===== config.mk =====
export PLATFORM = sky130hd
export DESIGN_NAME = tage_pred_queue_flat
export DESIGN_NICKNAME = d
export VERILOG_FILES = /design/src/rtl/tage_pred_queue_pkg.sv /design/src/rtl/tage_pred_queue_if.sv /design/src/rtl/tage_pred_queue_ram.sv /design/src/rtl/tage_pred_queue.sv /design/src/flat_wrapper.sv
export SDC_FILE = /design/constraint.sdc
export NUM_CORES = 1
export LEC_CHECK = 0
export ABC_AREA = 1
export CAP_MARGIN = 30
export CORE_MARGIN = 8
export CORE_UTILIZATION = 61
export DETAILED_ROUTE_END_ITERATION = 10
export PLACE_DENSITY = 0.8
export SYNTH_ARGS = -nofsm -noshare
export SYNTH_HDL_FRONTEND = slang
export SYNTH_SLANG_ARGS = --single-unit
export TNS_END_PERCENT = 20

===== constraint.sdc =====
create_clock -name clk -period 5.4 [get_ports clk]
set_input_delay 1.62 -clock clk [delete_from_list [all_inputs] [get_ports clk]]
set_output_delay 1.62 -clock clk [all_outputs]
set_load 0.03 [all_outputs]

===== src/rtl/tage_pred_queue_pkg.sv =====
// Shared types for the TAGE prediction queue: predictor metadata and the
// per-entry record stored between fetch and commit.
package tage_pred_queue_pkg;

    localparam int PC_W = 32;

    typedef struct packed {
        logic [2:0]  provider;
        logic        provider_taken;
        logic        alt_taken;
        logic [2:0]  provider_ctr;
        logic [11:0] provider_tag;
    } TAGEPred;

    typedef struct packed {
        logic [PC_W-1:0] pc;
        logic            taken;
        TAGEPred         info;
    } TAGEQEntry;

    localparam int ENTRY_W = $bits(TAGEQEntry);

    // A branch is mispredicted when the stored direction differs from the resolved one.
    function automatic logic is_mispred(input TAGEQEntry e, input logic resolved);
        return e.taken ^ resolved;
    endfunction

endpackage


===== src/rtl/tage_pred_queue_if.sv =====
// Bundle of push, commit and status signals between the predictor/commit
// stages (master) and the prediction queue (slave).
interface tage_pred_queue_if #(
    parameter int DEPTH = 16
);
    import tage_pred_queue_pkg::*;

    localparam int PTR_W = $clog2(DEPTH);

    // Push side: a push transfers on a cycle where push_valid and push_ready
    // are both high and recover is low; push_ready never depends on push_valid.
    logic              recover;
    logic              push_valid;
    logic [PC_W-1:0]   push_pc;
    logic              push_taken;
    TAGEPred           push_info;
    logic              push_ready;

    logic              commit_in_valid;
    logic [PC_W-1:0]   commit_in_pc;
    logic              commit_in_taken;

    logic              commit_valid;
    logic [PC_W-1:0]   committed_pc;
    TAGEPred           committed_pred_info;
    logic              committed_branch_taken;
    logic              committed_mispred;

    logic [PTR_W:0]    count;
    logic              err_underflow;
    logic              err_pc_mismatch;

    modport master (
        output recover, push_valid, push_pc, push_taken, push_info,
        output commit_in_valid, commit_in_pc, commit_in_taken,
        input  push_ready,
        input  commit_valid, committed_pc, committed_pred_info,
        input  committed_branch_taken, committed_mispred,
        input  count, err_underflow, err_pc_mismatch
    );

    modport slave (
        input  recover, push_valid, push_pc, push_taken, push_info,
        input  commit_in_valid, commit_in_pc, commit_in_taken,
        output push_ready,
        output commit_valid, committed_pc, committed_pred_info,
        output committed_branch_taken, committed_mispred,
        output count, err_underflow, err_pc_mismatch
    );

endinterface


===== src/rtl/tage_pred_queue_ram.sv =====
// Entry storage: one synchronous write port, one asynchronous read port,
// contents deliberately left unreset.
module tage_pred_queue_ram #(
    parameter int DEPTH = 16,
    parameter int W     = 32,
    parameter int PTR_W = $clog2(DEPTH)
) (
    input  logic             clk,
    input  logic             we,
    input  logic [PTR_W-1:0] waddr,
    input  logic [W-1:0]     wdata,
    input  logic [PTR_W-1:0] raddr,
    output logic [W-1:0]     rdata
);

    logic [W-1:0] mem [DEPTH];

    always_ff @(posedge clk) begin
        if (we) begin
            mem[waddr] <= wdata;
        end
    end

    assign rdata = mem[raddr];

endmodule


===== src/rtl/tage_pred_queue.sv =====
// FIFO of in-flight TAGE predictions; a commit pops the head and produces a
// registered TAGE update one cycle later, including the mispredict bit.
module tage_pred_queue
    import tage_pred_queue_pkg::*;
#(
    parameter int DEPTH = 16
) (
    input  logic              clk,
    input  logic              rst,
    tage_pred_queue_if.slave  bus
);

    localparam int PTR_W = $clog2(DEPTH);
    localparam logic [PTR_W:0] FULL_COUNT = (PTR_W+1)'(DEPTH);

    logic [PTR_W-1:0] head;
    logic [PTR_W-1:0] tail;
    logic [PTR_W:0]   count_q;
    logic [PTR_W:0]   count_d;

    logic      full;
    logic      empty;
    logic      do_push;
    logic      do_pop;
    TAGEQEntry wr_entry;
    TAGEQEntry rd_entry;
    logic [ENTRY_W-1:0] rd_data;

    assign full  = (count_q == FULL_COUNT);
    assign empty = (count_q == '0);

    // A same-cycle commit frees the head slot, so a full queue can still accept.
    assign bus.push_ready = !full || bus.commit_in_valid;
    assign do_push        = bus.push_valid && bus.push_ready && !bus.recover;
    assign do_pop         = bus.commit_in_valid && !empty;

    assign wr_entry.pc    = bus.push_pc;
    assign wr_entry.taken = bus.push_taken;
    assign wr_entry.info  = bus.push_info;
    assign rd_entry       = TAGEQEntry'(rd_data);

    tage_pred_queue_ram #(
        .DEPTH (DEPTH),
        .W     (ENTRY_W),
        .PTR_W (PTR_W)
    ) u_ram (
        .clk   (clk),
        .we    (do_push),
        .waddr (tail),
        .wdata (wr_entry),
        .raddr (head),
        .rdata (rd_data)
    );

    always_comb begin
        count_d = count_q;
        unique case ({do_push, do_pop})
            2'b10:   count_d = count_q + (PTR_W+1)'(1);
            2'b01:   count_d = count_q - (PTR_W+1)'(1);
            default: count_d = count_q;
        endcase
    end

    // Recover wins over pointer movement; the pop it may coincide with is
    // still reported through the commit registers below.
    always_ff @(posedge clk) begin
        if (rst) begin
            head    <= '0;
            tail    <= '0;
            count_q <= '0;
        end else if (bus.recover) begin
            head    <= '0;
            tail    <= '0;
            count_q <= '0;
        end else begin
            if (do_push) begin
                tail <= tail + PTR_W'(1);
            end
            if (do_pop) begin
                head <= head + PTR_W'(1);
            end
            count_q <= count_d;
        end
    end

    always_ff @(posedge clk) begin
        if (rst) begin
            bus.commit_valid           <= 1'b0;
            bus.committed_pc           <= '0;
            bus.committed_pred_info    <= '0;
            bus.committed_branch_taken <= 1'b0;
            bus.committed_mispred      <= 1'b0;
        end else begin
            bus.commit_valid <= do_pop;
            if (do_pop) begin
                bus.committed_pc           <= rd_entry.pc;
                bus.committed_pred_info    <= rd_entry.info;
                bus.committed_branch_taken <= bus.commit_in_taken;
                bus.committed_mispred      <= is_mispred(rd_entry, bus.commit_in_taken);
            end
        end
    end

    // Sticky error flags; a PC mismatch does not block the pop.
    always_ff @(posedge clk) begin
        if (rst) begin
            bus.err_underflow   <= 1'b0;
            bus.err_pc_mismatch <= 1'b0;
        end else begin
            if (bus.commit_in_valid && empty) begin
                bus.err_underflow <= 1'b1;
            end
            if (do_pop && (bus.commit_in_pc != rd_entry.pc)) begin
                bus.err_pc_mismatch <= 1'b1;
            end
        end
    end

    assign bus.count = count_q;

endmodule


===== src/flat_wrapper.sv =====
// flat-port wrapper written by rule: the top's interface ports become plain ports
module tage_pred_queue_flat import tage_pred_queue_pkg::*;
#(
    parameter int DEPTH = 16
)
  (clk, rst, bus_recover, bus_push_valid, bus_push_pc, bus_push_taken, bus_push_info, bus_commit_in_valid, bus_commit_in_pc, bus_commit_in_taken, bus_push_ready, bus_commit_valid, bus_committed_pc, bus_committed_pred_info, bus_committed_branch_taken, bus_committed_mispred, bus_count, bus_err_underflow, bus_err_pc_mismatch);
  tage_pred_queue_if #(.DEPTH(DEPTH)) bus_i ();
  input  logic clk;
  input  logic rst;
  input wire logic [$bits(bus_i.recover)-1:0] bus_recover;
  input wire logic [$bits(bus_i.push_valid)-1:0] bus_push_valid;
  input wire logic [$bits(bus_i.push_pc)-1:0] bus_push_pc;
  input wire logic [$bits(bus_i.push_taken)-1:0] bus_push_taken;
  input wire logic [$bits(bus_i.push_info)-1:0] bus_push_info;
  input wire logic [$bits(bus_i.commit_in_valid)-1:0] bus_commit_in_valid;
  input wire logic [$bits(bus_i.commit_in_pc)-1:0] bus_commit_in_pc;
  input wire logic [$bits(bus_i.commit_in_taken)-1:0] bus_commit_in_taken;
  output wire logic [$bits(bus_i.push_ready)-1:0] bus_push_ready;
  output wire logic [$bits(bus_i.commit_valid)-1:0] bus_commit_valid;
  output wire logic [$bits(bus_i.committed_pc)-1:0] bus_committed_pc;
  output wire logic [$bits(bus_i.committed_pred_info)-1:0] bus_committed_pred_info;
  output wire logic [$bits(bus_i.committed_branch_taken)-1:0] bus_committed_branch_taken;
  output wire logic [$bits(bus_i.committed_mispred)-1:0] bus_committed_mispred;
  output wire logic [$bits(bus_i.count)-1:0] bus_count;
  output wire logic [$bits(bus_i.err_underflow)-1:0] bus_err_underflow;
  output wire logic [$bits(bus_i.err_pc_mismatch)-1:0] bus_err_pc_mismatch;
  assign bus_i.recover = bus_recover;
  assign bus_i.push_valid = bus_push_valid;
  assign bus_i.push_pc = bus_push_pc;
  assign bus_i.push_taken = bus_push_taken;
  assign bus_i.push_info = bus_push_info;
  assign bus_i.commit_in_valid = bus_commit_in_valid;
  assign bus_i.commit_in_pc = bus_commit_in_pc;
  assign bus_i.commit_in_taken = bus_commit_in_taken;
  assign bus_push_ready = bus_i.push_ready;
  assign bus_commit_valid = bus_i.commit_valid;
  assign bus_committed_pc = bus_i.committed_pc;
  assign bus_committed_pred_info = bus_i.committed_pred_info;
  assign bus_committed_branch_taken = bus_i.committed_branch_taken;
  assign bus_committed_mispred = bus_i.committed_mispred;
  assign bus_count = bus_i.count;
  assign bus_err_underflow = bus_i.err_underflow;
  assign bus_err_pc_mismatch = bus_i.err_pc_mismatch;
  tage_pred_queue #(.DEPTH(DEPTH)) u_core (.clk(clk), .rst(rst), .bus(bus_i));
endmodule

==> results of run 1 <==
-- per-layer routing --
layer | vias to the layer above | track usage [%] | routed length [um]
met5 | - | 0 | 12
met4 | 2 | 12.0 | 3630
met3 | 249 | 5.49 | 11000
met2 | 1817 | 45.7 | 48000
met1 | 12379 | 36.0 | 36500
li1 | 11631 | - | -
-- state kept, by name (all words and copies together), names as in the netlist, 4 cells and up, named ones only --
signal	flops
u_core.bus.count	5
u_core.u_ram.mem	848
u_core.tail	4
u_core.head	4
u_core.bus.committed_pred_info	20
u_core.bus.committed_pc	32
-- stage by stage --
stage	cell area, um^2	total power [mW]	cells	util [%]
after detailed placement	39800	9.20	4102	65.0
final	42600	15.1	4274	69.7
after CTS	42600	15.2	4271	69.7
after global routing	42600	15.5	4272	69.7
after floorplan	37400	8.71	3298	-
after global placement	39800	9.16	4102	65.0
-- power groups by stage --
stage	Clock, mW	Sequential (mW)	Combinational (mW)
finish	6.07	7.92	1.15
CTS	6.09	7.92	1.14
global placement	0	8.07	1.09
global route	6.37	7.93	1.25
floorplan	0	8.17	0.536
detailed placement	0	8.07	1.13
-- critical path, delay by kind of cell --
| kind | cells | cell delay, ns |
|---|---|---|
| AND/OR/NAND/NOR | 2 | 0.16 |
| buffers and inverters | 2 | 1.21 |
-- logic make-up (layout without fill, tap and decap cells) --
family,after synthesis,in the layout
other,0,2
buffers and inverters,422,606
DFF,922,922
xor gates and xnor gates,4,4
adders and majority gates,9,9
AOI/OAI and AO/OA,505,505
and+or+nand+nor,1436,1436
-- cell usage after synthesis, types with 46 or more instances --
cell type    n
edfxtp_1   848
nand2_1    673
nor2_1     487
o21ai_0    275
nand3_1    260
inv_1      223
o22ai_1     97
clkbuf_1    93
dfxtp_1     74
buf_2       66
o21ai_1     61
o211ai_1    46
-- how the worst max path moves through the flow --
stage	slack [ns]	from	cells after the start	to
2_1_floorplan	0.24	bus_commit_in_valid	6	u_core.u_ram.mem[11][0]
3_3_place_gp	0.82	bus_commit_in_valid	4	bus_push_ready
3_5_place_dp	0.83	bus_commit_in_valid	4	bus_push_ready
4_1_cts	0.80	bus_commit_in_valid	4	bus_push_ready
5_1_grt	0.75	bus_commit_in_valid	4	bus_push_ready
6_report	0.79	bus_commit_in_valid	4	bus_push_ready
-- layout make-up --
type	instances	area share [%]
Inverter	230	2.07
Tap cell	790	2.32
Multi-Input combinational cell	1954	20.7
Clock inverter	49	0.957
Timing Repair Buffer	207	4.96
Antenna cell	2	0.0117
Clock buffer	120	5.72
Sequential cell	922	63.2
==> impl_metrics.csv, run 1 <==
group,metric,value,unit
yosys,synth_mux_area_share,0,%
floorplan,initial_core_util,61.2,%
min_path,min_path_cells,2,
yosys,synth_compound_area_share,7.47,%
pwr,p_sw,3.48,mW
job,drv_cap,0,
global_route,grt_pass1_wl,150,mm
layout,nets,3505,
clock_network,cts_setup_buffers,0,
yosys,ys.flop_type,"edfxtp_1",
sta,rsz0062_at_grt,"false",
yosys,yosysWarningCount,0,
sta,worst_pin_slew,1.05,ns
worst_setup_path,start_kind,"input port",
clock_network,cts-resized-gates,0,
yosys,yosys.area_share.simple,15.4,%
yosys,syn_nets,3398,
yosys,synth_top_area_share,68.0,%
layout,fill_cells,3891,
layout,seqCellArea,0.0270,mm^2
clock_network,insertion_delay,0.64,ns
placed_design,io_buffers,153,
pwr,p_clk_share,40.1,%
clock_network,path_clk_slew,0.06,ns
clock_network,holdBufCountCts,0,
sta,fin_hold_ws,0.455,ns
route,postRouteAntennaNets,0,
yosys,netlist_area,0.0374,mm^2
yosys,yosysTopAreaCell,"edfxtp_1",
yosys,synth_edf_count,848,
pwr,switching_share,23.0,%
pwr,p_int,11.7,mW
worst_setup_path,crit_arrival,2.99,ns
pwr,irDropWorstVdd,317,uV
layout,final_common_cell,"edfxtp_1",
route,drc_errors,0,
yosys,syn-mean-instance-area,11.4,um^2
worst_setup_path,crit_required,3.78,ns
pwr,power.density,355,mW/mm^2
route,drtIter0Drc,3784,
route,vias,26078,
worst_setup_path,crit_type,"input port to output port",
sta,timing.fmax,217,MHz
worst_setup_path,crit_path_cell_trace,"clkdlybuf4s50_1 > nor2_1 > nand2_1 > clkdlybuf4s50_1",
yosys,ys_seq_area_share,72.0,%
placed_design,dp.final_hpwl,56.2,mm
worst_setup_path,slowest_delay,0.68,ns
clock_network,cts_tree,"done",
pwr,leakage,15.8,nW
clock_network,clock-root-buffer,"clkbuf_16",
yosys,synth_fa_ha_area_share,0.301,%
route,viasPerCell,6.10,
route,wl_per_cell,23.2,um
floorplan,rows,91,
floorplan,die-area,0.0696,mm^2
min_path,min_from,"u_core.head[3]",
clock_network,cts_inserted_buffers,90,
worst_setup_path,slowest_stage,"clkdlybuf4s50_1",
worst_setup_path,crit_top_cell,"clkdlybuf4s50_1",
clock_network,cts.sinks,922,
layout,syn2layout_area_growth,13.9,%
yosys,post_synth_xor_area_fraction,0.0936,%
sta,fin_ws,0.790,ns
worst_setup_path,endpoint_kind,"output port",
sta,finClkSkew,0.0301,ns
min_path,hp-class,"flop to flop",
sta,timing.setup.tns,0,ns
global_route,grt_max_degree,169,
global_route,overflow,0,
floorplan,dieWidth,264,um
route,routed_wl,99.2,mm
layout,multi_input_area,0.00884,mm^2
clock_network,htree_levels,3,
yosys,ys_types,29,
yosys,synth_top_family_by_area,"simple AND/OR/NAND/NOR gates",
yosys,netlist_instances,3298,
yosys,synthArstFlopShare,0,%
pwr,comb_power_share,7.6,%
status,status,"complete, no violations",
worst_setup_path,reg2reg_to,"u_core.bus.err_pc_mismatch",
worst_setup_path,r2r_cells,16,
global_route,track_usage,27.8,%
pwr,power.share.sequential,52.3,%
layout,final_cell_mix,"edfxtp_1, nand2_1, nor2_1, o21ai_0, nand3_1",
floorplan,die_h,264,um
yosys,synth_area_leaders,"edfxtp_1, nand2_1, nor2_1, dfxtp_1, o21ai_0",
layout,drive_above_1_share,6.00,%
yosys,ys_ff_latch,922,
floorplan,io_pins,154,
sta,period_share,85.4,%
placed_design,post-place-ws,0.829,ns
clock_network,cts_max_path_buffers,3,
worst_setup_path,critical_path.max_fanout,3,
sta,hold_viol,0,
route,drtPass1Iterations,8,
placed_design,place_congestion,0.875,
sta,period_needed,4.61,ns
sta,setup_viol,0,
sta,maxSlewHeadroom,30.1,%
global_route,antenna_found_initial,3,
sta,slew_viol_final,0,
global_route,grt_pass1_vias,26004,
worst_setup_path,ff2ff_setup_slack,1.69,ns
floorplan,fp.coreArea,0.0611,mm^2
Power figures use the tool's default switching activity.
==> inputs of run 2 (changes only) <==
--- a/config.mk
+++ b/config.mk
@@ -5,12 +5,11 @@
 export SDC_FILE = /design/constraint.sdc
 export NUM_CORES = 1
 export LEC_CHECK = 0
-export ABC_AREA = 1
+export ABC_AREA = 0
 export CAP_MARGIN = 30
 export CORE_MARGIN = 8
-export CORE_UTILIZATION = 61
+export CORE_UTILIZATION = 40
 export DETAILED_ROUTE_END_ITERATION = 10
-export PLACE_DENSITY = 0.8
 export SYNTH_ARGS = -nofsm -noshare
 export SYNTH_HDL_FRONTEND = slang
 export SYNTH_SLANG_ARGS = --single-unit
==> impl_metrics.csv, run 2 <==
group,metric,value,unit
yosys,ys_seq_area_share,75.8,%
sta,setup_viol,0,
layout,final_cell_mix,"edfxtp_1, mux4_2, clkdlybuf4s50_1, nand2_1, clkbuf_16",
global_route,grt.busiest_layer,"met2",
sta,period_share,88.4,%
floorplan,fp.coreArea,0.0882,mm^2
worst_setup_path,timing.rr.start,"u_core.bus.count[1]",
job,drv_cap,0,
sta,hold_viol,0,
yosys,ys_ff_latch,922,
worst_setup_path,r2r_cells,15,
yosys,ys_types,46,
floorplan,io_pins,154,
placed_design,io_buffers,153,
global_route,met1_usage,23.5,%
min_path,min_from,"u_core.bus.committed_pred_info[2]",
worst_setup_path,start_kind,"input port",
sta,maxSlewHeadroom,36.8,%
global_route,grt_pass1_wl,124,mm
route,vias,17511,
worst_setup_path,ff2ff_setup_slack,1.65,ns
layout,syn2layout_area_growth,18.0,%
global_route,met3_usage,3.28,%
floorplan,die_h,314,um
yosys,netlist_area,0.0355,mm^2
worst_setup_path,slowest_delay,0.62,ns
clock_network,path_clk_slew,0.06,ns
yosys,ys.flop_type,"edfxtp_1",
placed_design,dp_cells,3021,
yosys,synthArstFlopShare,0,%
floorplan,initial_core_util,40.3,%
route,drc_errors,0,
placed_design,dpl_cell_area,0.0387,mm^2
layout,final_common_cell,"edfxtp_1",
worst_setup_path,critical_path.top_delay_family,"buffers and inverters",
status,status,"complete, no violations",
layout,largest_register_ffs,848,
layout,drive_above_1_share,21.5,%
worst_setup_path,critical_path_buf_inv_count,2,
sta,period_needed,4.77,ns
yosys,yosysWarningCount,0,
placed_design,dp.final_hpwl,48.3,mm
route,drtIter0Drc,1436,
worst_setup_path,crit_required,3.78,ns
min_path,hp-class,"flop to flop",
worst_setup_path,crit_top_cell,"clkdlybuf4s50_1",
sta,timing.fmax,210,MHz
global_route,grt_use_met2,27.8,%
layout,nets,2053,
clock_network,clock-root-buffer,"clkbuf_16",
yosys,syn_nets,1847,
floorplan,rows,109,
clock_network,cts_tree,"done",
worst_setup_path,critical_path.max_fanout,3,
pwr,leakage,12.8,nW
clock_network,holdBufCountCts,0,
global_route,antenna_found_initial,5,
layout,top_regs,"u_core.u_ram.mem (848), u_core.bus.committed_pc (32), u_core.bus.committed_pred_info (20)",
yosys,yosysTopAreaCell,"edfxtp_1",
min_path,min_path_cells,2,
route,viasPerCell,5.47,
layout,fill_cells,7191,
worst_setup_path,reg2reg_to,"u_core.bus.count[4]",
clock_network,htree_levels,3,
sta,slew_viol_final,0,
route,drtPass1Iterations,5,
clock_network,cts_setup_buffers,0,
clock_network,insertion_delay,0.65,ns
yosys,synth.most_common_cell,"edfxtp_1",
sta,worst_pin_slew,0.948,ns
yosys,netlist_instances,1747,
sta,timing.setup.tns,0,ns
sta,rsz0062_at_grt,"false",
route,routed_wl,85.0,mm
yosys,synth_area_leaders,"edfxtp_1, mux4_2, dfxtp_1, mux2i_1, nand2_1",
route,postRouteAntennaNets,0,
min_path,min_to,"u_core.bus.committed_pred_info[2]",
worst_setup_path,crit_type,"input port to output port",
clock_network,cts_max_path_buffers,3,
floorplan,dieWidth,314,um
yosys,synth_top_area_share,71.6,%
worst_setup_path,endpoint_kind,"output port",
pwr,power.density,358,mW/mm^2
yosys,synth_edf_count,848,
global_route,grt_max_degree,82,
clock_network,cts_inserted_buffers,94,
clock_network,cts-resized-gates,0,
sta,fin_hold_ws,0.453,ns
worst_setup_path,slowest_stage,"clkdlybuf4s50_1",
sta,finClkSkew,0.0223,ns
yosys,synth_common_cells,"edfxtp_1, mux4_2, nand2_1",
route,wl_per_cell,26.6,um
layout,utilization,47.5,%
pwr,irDropWorstVdd,233,uV
floorplan,die-area,0.0987,mm^2
placed_design,place_congestion,0.774,
worst_setup_path,crit_arrival,3.15,ns
yosys,syn-mean-instance-area,20.3,um^2
global_route,track_usage,17.0,%
layout,layout.cells.non_filler,3200,
global_route,grt_pass1_vias,18299,
worst_setup_path,crit_path_cell_trace,"clkdlybuf4s50_1 > or3b_1 > clkdlybuf4s50_1",
clock_network,cts.sinks,922,
layout,stdcell_area,0.0419,mm^2
global_route,overflow,0,
layout,top_register,"u_core.u_ram.mem",
worst_setup_path,path_depth,3,
==> run 2: cell types whose count changed after synthesis, moves of 60 or more <==
cell and change:
o22ai_1 -95, o21ai_0 -262, nand2_1 -556, mux2i_1 +71
nor2_1 -429, inv_1 -218, mux4_2 +217, nand3_1 -239
clkbuf_1 -60
==> run 2: cell families (layout without fill, tap and decap cells) <==
group                      count (synthesis)  after routing  synth area share (%)
muxes                                    291            291                  15.9
adders and majority gates                  9              9                 0.317
buffers and inverters                    100            386                  1.45
and+or+nand+nor                          241            241                  2.92
AOI/OAI and AO/OA                        129            129                  2.28
DFF                                      922            922                  75.8
other                                      0              2                     0
xor gates and xnor gates                  55             55                  1.36
==> run 2: how the worst max path moves through the flow <==
| stage | from | endpoint |
|---|---|---|
| after floorplan | bus_commit_in_valid | u_core.u_ram.mem[0][0] |
| after global placement | bus_commit_in_valid | bus_push_ready |
| after detailed placement | bus_commit_in_valid | bus_push_ready |
| after CTS | bus_commit_in_valid | bus_push_ready |
| after global routing | bus_commit_in_valid | bus_push_ready |
| final | bus_commit_in_valid | bus_push_ready |
==> run 2: worst min-delay path: cells and delay by family (launching register included) <==
| kind | cells | cell delay, ns |
|---|---|---|
| AOI/OAI and AO/OA | 1 | 0.05 |
| DFF | 1 | 0.30 |
| and+or+nand+nor | 1 | 0.05 |
==> run 2: area by class of cell <==
class                           instances  area [um^2]  share of cell area (%)
Timing Repair Buffer                  203         2060                    4.92
Inverter                                7         26.3                  0.0626
Tap cell                             1165         1460                    3.48
Antenna cell                            2         5.00                  0.0119
Clock buffer                          119         2540                    6.05
Sequential cell                       922        27000                    64.3
Multi-Input combinational cell        725         8220                    19.6
Clock inverter                         57          674                    1.61
==> run 2: metrics by stage <==
stage                     worst slack (ns)  total power, mW
after floorplan                      -1.21             8.20
after global placement               0.636             8.46
after detailed placement             0.627             8.47
after CTS                            0.621             15.1
after global routing                 0.561             15.4
final                                0.627             15.0
==> run 2: per-layer routing <==
metal / share of wire (%) / vias to the layer above
met5: 0.044 / -
met4: 1.6 / 6
met3: 5.8 / 111
met2: 49 / 476
met1: 44 / 9382
li1: - / 7536
==> run 2: power by group <==
part	total, mW	leakage (nW)	switching [mW]	internal (mW)
combinational	0.470	3.01	0.288	0.182
sequential	7.85	8.24	0.0200	7.83
clock	6.68	1.57	2.71	3.97
total	15.0	12.8	3.02	12.0
